[src/rtl/div32_seq.sv]
// ---------------------------------------------------------------------------
// div32_seq : 32-bit sequential restoring divider, signed or unsigned.
//
// Timing: a START taken in IDLE loads the operands (edge 0). Edges 1..32 each
// run one shift-subtract iteration, MSB first. Edge 33 applies the sign fixup,
// registers HI/LO/DIVZ and pulses DONE. Latency is fixed for all operands,
// including a zero divisor.
//
// Ports:
//   CLK     input   1   rising-edge clock
//   RST     input   1   asynchronous active-low reset
//   START   input   1   request a division; only sampled while idle
//   SIGNED  input   1   1 = two's-complement divide, 0 = unsigned
//   A       input  32   dividend, sampled with START
//   B       input  32   divisor, sampled with START
//   HI      output 32   remainder (sign follows the dividend)
//   LO      output 32   quotient (truncated toward zero)
//   BUSY    output  1   operation in progress
//   DONE    output  1   one-cycle pulse when HI/LO are updated
//   DIVZ    output  1   last completed operation had B == 0
// ---------------------------------------------------------------------------
module div32_seq (
   input  logic        CLK,
   input  logic        RST,
   input  logic        START,
   input  logic        SIGNED,
   input  logic [31:0] A,
   input  logic [31:0] B,
   output logic [31:0] HI,
   output logic [31:0] LO,
   output logic        BUSY,
   output logic        DONE,
   output logic        DIVZ
);

   typedef enum logic [1:0] {IDLE, CALC, FIX} state_t;

   state_t             state;
   logic        [4:0]  cnt;

   // Operand and working registers; they carry no reset because every
   // operation reloads them before use.
   logic        [32:0] rem;
   logic        [31:0] quo;
   logic        [31:0] dmag;
   logic signed [31:0] a_lat;
   logic               sgn_lat;
   logic               a_neg;
   logic               b_neg;
   logic               divz_lat;

   logic        [32:0] rem_sh;
   logic        [32:0] rem_try;
   logic        [31:0] q_fix;
   logic        [31:0] r_fix;

   function automatic logic [31:0] neg32(input logic [31:0] v);
      return ~v + 32'd1;
   endfunction

   // Magnitude of an operand; in unsigned mode the value passes untouched.
   // 0x80000000 maps to itself, which is the correct unsigned magnitude.
   function automatic logic [31:0] mag32(input logic [31:0] v, input logic s);
      return (s && v[31]) ? neg32(v) : v;
   endfunction

   // One restoring step: shift the next dividend bit in, trial-subtract.
   always_comb begin
      rem_sh  = {rem[31:0], quo[31]};
      rem_try = rem_sh - {1'b0, dmag};
   end

   // Sign fixup. The overflow case 0x80000000 / -1 has equal signs, so the
   // quotient magnitude 0x80000000 is passed through unnegated.
   always_comb begin
      q_fix = quo;
      r_fix = rem[31:0];
      if (sgn_lat && (a_neg ^ b_neg))
         q_fix = neg32(quo);
      if (sgn_lat && a_neg)
         r_fix = neg32(rem[31:0]);
   end

   // ---- load / iterate stage ----
   always_ff @(posedge CLK) begin
      case (state)
         IDLE: begin
            if (START) begin
               sgn_lat  <= SIGNED;
               a_lat    <= A;
               a_neg    <= A[31];
               b_neg    <= B[31];
               divz_lat <= (B == 32'd0);
               dmag     <= mag32(B, SIGNED);
               quo      <= mag32(A, SIGNED);
               rem      <= '0;
            end
         end
         CALC: begin
            // Quotient bit is 1 when the trial subtraction did not borrow.
            quo <= {quo[30:0], ~rem_try[32]};
            rem <= rem_try[32] ? rem_sh : rem_try;
         end
         default: ;
      endcase
   end

   // ---- control and result stage ----
   always_ff @(posedge CLK or negedge RST) begin
      if (!RST) begin
         state <= IDLE;
         cnt   <= '0;
         HI    <= '0;
         LO    <= '0;
         BUSY  <= 1'b0;
         DONE  <= 1'b0;
         DIVZ  <= 1'b0;
      end else begin
         DONE <= 1'b0;
         case (state)
            IDLE: begin
               if (START) begin
                  cnt   <= '0;
                  BUSY  <= 1'b1;
                  state <= CALC;
               end
            end
            CALC: begin
               cnt <= cnt + 5'd1;
               if (cnt == 5'd31)
                  state <= FIX;
            end
            FIX: begin
               // Zero divisor: report all-ones quotient and the raw dividend.
               LO    <= divz_lat ? 32'hFFFF_FFFF : q_fix;
               HI    <= divz_lat ? a_lat : r_fix;
               DIVZ  <= divz_lat;
               DONE  <= 1'b1;
               BUSY  <= 1'b0;
               state <= IDLE;
            end
            default: state <= IDLE;
         endcase
      end
   end

endmodule

[config.mk]
export PLATFORM = sky130hd
export DESIGN_NAME = div32_seq
export DESIGN_NICKNAME = d
export VERILOG_FILES = /design/src/rtl/div32_seq.sv
export SDC_FILE = /design/constraint.sdc
export NUM_CORES = 1
export LEC_CHECK = 0
export CORE_UTILIZATION = 50
export DETAILED_ROUTE_END_ITERATION = 10
export PLACE_DENSITY = 0.74
export REMOVE_ABC_BUFFERS = 1
export SLEW_MARGIN = 20
export SYNTH_ARGS = -nofsm -noshare
export SYNTH_HDL_FRONTEND = slang
export SYNTH_SLANG_ARGS = --single-unit
[constraint.sdc]
create_clock -name CLK -period 8.4 [get_ports CLK]
set_clock_uncertainty 0.15 [all_clocks]
set_input_delay 1.68 -clock CLK [delete_from_list [all_inputs] [get_ports CLK]]
set_output_delay 1.68 -clock CLK [all_outputs]
set_load 0.05 [all_outputs]
## Yosys cells after proc, flatten, opt, wreduce, memory -nomap -nowiden

Cells that the tools add are included.

| storage, ports and cells | value |
|---|---|
| output and inout port bits | 67 |
| bits of input ports | 68 |
| bits in read-only memories | 0 |
| memories kept | 0 |
| word-level logic and storage cells | 63 |
| memory bits (writable) | 0 |
| bits in registers | 206 |
| bits in latches | 0 |

| cells by class | value |
|---|---|
| shifts and indexed selects | 0 |
| muxes and demuxes | 19 |
| reductions and logical operators | 12 |
| $lt $le $gt $ge | 0 |
| equality and inequality tests | 5 |
| multipliers | 0 |
| bitwise gates (word level) | 6 |
| add/subtract/negate cells | 6 |
| divide/modulo/power cells | 0 |

Operators by type and width:

| kind | number |
|---|---|
| $mux 32 | 9 |
| $add 32x1->32 const B | 4 |
| $not 32->32 | 4 |
| $pmux 32 s2 | 2 |
| $sub 33x32->33 | 1 |
| $logic_not 32->1 | 1 |
| $pmux 5 s2 | 1 |
| $reduce_and 2->1 | 4 |
| $add 5x1->5 const B | 1 |
| $eq 5x5->1 const B | 1 |
| $mux 5 | 1 |
| $logic_and 1x1->1 | 4 |
| $mux 2 | 2 |
| $ne 2x2->1 const B | 2 |
| $pmux 2 s2 | 1 |
| $reduce_bool 2->1 | 2 |
| $eq 2x1->1 const B | 1 |
| $eq 2x2->1 const B | 1 |
| $logic_not 2->1 | 1 |
| $mux 1 | 2 |
| $pmux 1 s2 | 1 |
| $not 1->1 | 1 |
| $xor 1x1->1 | 1 |

## Depth between registers and ports, before layout

| depth | value |
|---|---|
| depth after elaboration | 5 |
| mapped depth | 12 |

## Worst setup path after synthesis

No wires, ideal clock.

| timing | value |
|---|---|
| path type | input to register |
| start | input port B[10] |
| end | register dmag[30] (data pin) |
| slack | 4.363 ns |
| arrival | 3.625 ns |
| stages | 7 |
| path buffers | 0 |
| cells stage by stage | or4_1 or3_1 nor3_1 or3b_1 nor3_1 a21oi_1 xor2_1 |

| on the way | value |
|---|---|
| word-level cells in the longest chain between the ends | 3 |

Ends and longest elaborated chain:

| item | line | source |
|---|---|---|
| from (decl) | 28 | `input logic [31:0] B,` |
| $not 32->32 | 58 | `return ~v + 32'd1;` |
| $add 32x1->32 | 58 |  |
| $mux 32 | 64 | `return (s && v[31]) ? neg32(v) : v;` |
| to (signal assigned) | 94 | `dmag <= mag32(B, SIGNED);` |
| to (decl) | 45 | `logic [31:0] dmag;` |

No other way between the ends.
A chain may end at the register's enable or synchronous reset.

## Final worst setup path

| timing | value |
|---|---|
| start | input port A[2] |
| end | register quo[27] (data pin) |

| on the way | value |
|---|---|
| word-level cells in the longest chain between the ends | 5 |

Ends and longest elaborated chain:

| item | line | source |
|---|---|---|
| from (decl) | 27 | `input logic [31:0] A,` |
| $not 32->32 | 58 |  |
| $add 32x1->32 | 58 |  |
| $mux 32 | 64 |  |
| $mux 32 | 88 | `if (START) begin` |
| $pmux 32 s2 | 86 | `case (state)` |
| to (signal assigned) | 95 | `quo <= mag32(A, SIGNED);` |
| to (signal assigned) | 101 | `quo <= {quo[30:0], ~rem_try[32]};` |
| to (decl) | 44 | `logic [31:0] quo;` |

No other way between the ends. The select of a mux whose other input is x is not followed.

==> flow_summary.toml <==
[timing]
hold_viol_final = 0
fmax_mhz = 221
relSlewSlack_pct = 28.1
tns_ns = 0
fin_crit_ns = 4.53
layout_setup_ws_ns = 3.87
final_max_slew_viol_count = 0
rsz0062_at_grt = "false"
post-route-period-util_pct = 54.0
setup_viol = 0
worst_pin_slew_ns = 1.07

[pwr]
p_int_mw = 2.89
peakVddDrop_v = 0.000171
leakage_nw = 5.79
power.density_mw_per_mm2 = 312
comb_power_share_pct = 38.9
p_sw_mw = 1.77
power_frac_seq_pct = 35.7
p_sw_share_pct = 38.0
clockPowerShare_pct = 25.4

[worst_setup_path]
start_kind = "input pin"
crit_path_end_kind = "register"
worstReg2RegEnd = "quo[0]$_DFFE_PP_"
cp_data_required_time_ns = 8.50
worst-path-max-fanout = 5
r2r_cells = 12
rr_startpoint = "quo[31]$_DFFE_PP_"
ff2ff_setup_slack_ns = 4.16
critical_path_arrival_ns = 4.64
critical_path_class = "input pin to register"

[floorplan]
die_w_um = 160
die_area_mm2 = 0.0255
core_area_mm2 = 0.0244
start_util_pct = 51.0
io_pins = 135
die_h_um = 160
row_count = 57

[placed_design]
postPlaceCellArea_mm2 = 0.0140
place.gp.congestion = 0.887
place.port_buffers = 134
pre_cts_ws_ns = 3.55
place_hpwl_um = 22800
dp.cells = 1749

[grt]
grt_max_degree = 75
globalRouteMet2Util_pct = 41.0
grt_antenna_before_repair = 0
grt_pass1_vias = 9980
use_met1_pct = 34.7
use_met3_pct = 3.25
grt.busiest_layer = "met2"
grt_pass1_wl_um = 51500
grt_usage_pct = 24.9
grt-ovfl-total = 0

[synth]
synthFlopType = "edfxtp_1"
synthesis.area_mm2 = 0.0124
ys_warn_count = 0
async_reset_ff_share_pct = 36.1
syn_inst = 1349
synth.distinct_cells = 65
ys_seq_area_share_pct = 46.5
synth.avg_cell_area_um2 = 9.22
synth-edff-count = 131
ys_seq_elements = 205

[worst_hold_path]
hold_path_end = "LO[28]$_DFFE_PN0P_"
min_delay_path_depth = 2
min_path_type = "register to register"
min_from = "LO[28]$_DFFE_PN0P_"

[clocking]
hold_buffers = 0
root_buffer = "clkbuf_16"
cts_num_sinks = 205
clock_latency_ns = 0.52
cts_resized = 0
cts_buffer_depth = 3
cts_tree = "built"
clk_pin_slew_ns = 0.06
cts_setup_buffers = 0
cts_buffers = 24
htree_num_levels = 1

[outcome]
status = "finished clean"

[finish]
synthToLayoutAreaGrowth_pct = 19.9
final_cells = 1793
final_area_mm2 = 0.0149
post-route-util_pct = 61.2
drive_above_1_share_pct = 4.29
diodes = 0
nets = 1558

[routing]
drc = 0
vias = 10443
routed_wl_um = 31600
drtIter0Drc = 704
final_antenna_net_count = 0
firstDrtPassIters = 5
viasPerCell = 5.82
wl_per_cell_um = 17.6

[job]
drv_cap = 0
-- registers in the layout, summed over array words and instances, names as in the netlist --
signal	flops
a_lat	32
quo	32
b_neg	1
DIVZ	1
rem	32
HI	32
LO	32
state	2
dmag	32
cnt	5
BUSY	1
DONE	1
divz_lat	1
sgn_lat	1
-- cell type report --
class / instances / area (um2)
Clock buffer: 30 / 676
Inverter: 56 / 210
Clock inverter: 14 / 236
Sequential cell: 205 / 5790
Fill cell: 2140 / 9470
Timing Repair Buffer: 144 / 1410
Multi-Input combinational cell: 1020 / 6200
Tap cell: 324 / 405
-- metrics by stage --
stage / power [mW] / hold slack (ns)
after floorplan: 2.94 / 0.299
after global routing: 4.96 / 0.349
after global placement: 3.41 / 0.309
after detailed placement: 3.45 / 0.316
final: 4.66 / 0.325
after CTS: 4.66 / 0.331
-- metal layers --
| metal | wire length [um] | vias up |
|---|---|---|
| met3 | 1780 | 49 |
| met5 | 0 | - |
| met1 | 14200 | 4985 |
| met4 | 697 | 0 |
| met2 | 14900 | 316 |
| li1 | - | 5093 |
-- worst max-delay path by stage --
| stage | startpoint | endpoint | slack (ns) |
|---|---|---|---|
| final | A[2] | quo[27]$_DFFE_PP_ | 3.87 |
| after global routing | A[2] | quo[27]$_DFFE_PP_ | 3.66 |
| after CTS | A[2] | quo[27]$_DFFE_PP_ | 3.97 |
| after detailed placement | A[2] | quo[27]$_DFFE_PP_ | 3.55 |
| after global placement | A[2] | quo[27]$_DFFE_PP_ | 3.58 |
| after floorplan | B[10] | dmag[30]$_DFFE_PP_ | 4.36 |
-- worst max-delay path, cell delays in order --
cell and delay (ns):
clkdlybuf4s50_1 0.47, nor2_1 0.22, nor4b_1 0.46, nand2_1 0.23, nor3_1 0.53, nand4_1 0.30, o41ai_1 0.44, xor2_1 0.20
o21ai_0 0.09
-- synthesized netlist by cell type (all sizes together) (3+ instances only) --
library cell / n / area [um2]
nand2: 137 / 514
xor2: 62 / 543
inv: 55 / 206
nand2b: 10 / 62.6
o31ai: 25 / 188
or3: 21 / 136
nor2b: 5 / 31.3
o311a: 3 / 30.0
and3: 6 / 37.5
nor2: 118 / 443
a21o: 15 / 113
a21oi: 158 / 795
edfxtp: 131 / 3930
a31oi: 9 / 56.3
or4: 13 / 97.6
mux2i: 8 / 80.1
ha: 38 / 475
o21a: 7 / 52.6
a311oi: 4 / 35.0
o211ai: 7 / 52.6
a211oi: 7 / 52.6
and2: 11 / 68.8
nand3b: 3 / 22.5
xnor2: 73 / 639
clkbuf: 58 / 218
nand3: 37 / 185
o21bai: 3 / 22.5
o41ai: 13 / 121
a211o: 3 / 26.3
o21ai: 142 / 711
buf: 10 / 45.0
nor3b: 4 / 30.0
nor3: 19 / 95.1
nand4: 19 / 119
nor4: 11 / 68.8
dfrtp: 74 / 1850
-- cell families (layout without fill, tap and decap cells) --
family	count (synthesis)	in the layout	share of synthesized area [%]
AND/OR/NAND/NOR	423	423	16.0
AO/OA/AOI/OAI	415	415	19.6
flip-flops	205	205	46.5
XOR/XNOR	135	135	9.50
buffers and inverters	124	244	3.80
adder cells (fa/ha/maj)	39	39	3.98
multiplexers	8	8	0.644
-- power by group through the flow --
stage,Combinational (mW),Clock (mW),Sequential [mW]
CTS,1.80,1.20,1.66
detailed placement,1.78,0,1.67
floorplan,1.33,0,1.61
global placement,1.74,0,1.67
global route,2.03,1.24,1.69
finish,1.81,1.19,1.66
-- cell usage in the layout (no fill, tap or decap), types with 53 or more instances in the layout --
| cell | synthesis | final |
|---|---|---|
| inv_1 | 55 | 53 |
| a21oi_1 | 157 | 157 |
| edfxtp_1 | 131 | 131 |
| dfrtp_1 | 74 | 74 |
| xnor2_1 | 73 | 73 |
| clkdlybuf4s50_1 | 0 | 133 |
| xor2_1 | 62 | 62 |
| nand2_1 | 137 | 137 |
| o21ai_0 | 140 | 140 |
| nor2_1 | 118 | 118 |
Power figures use the tool's default switching activity.
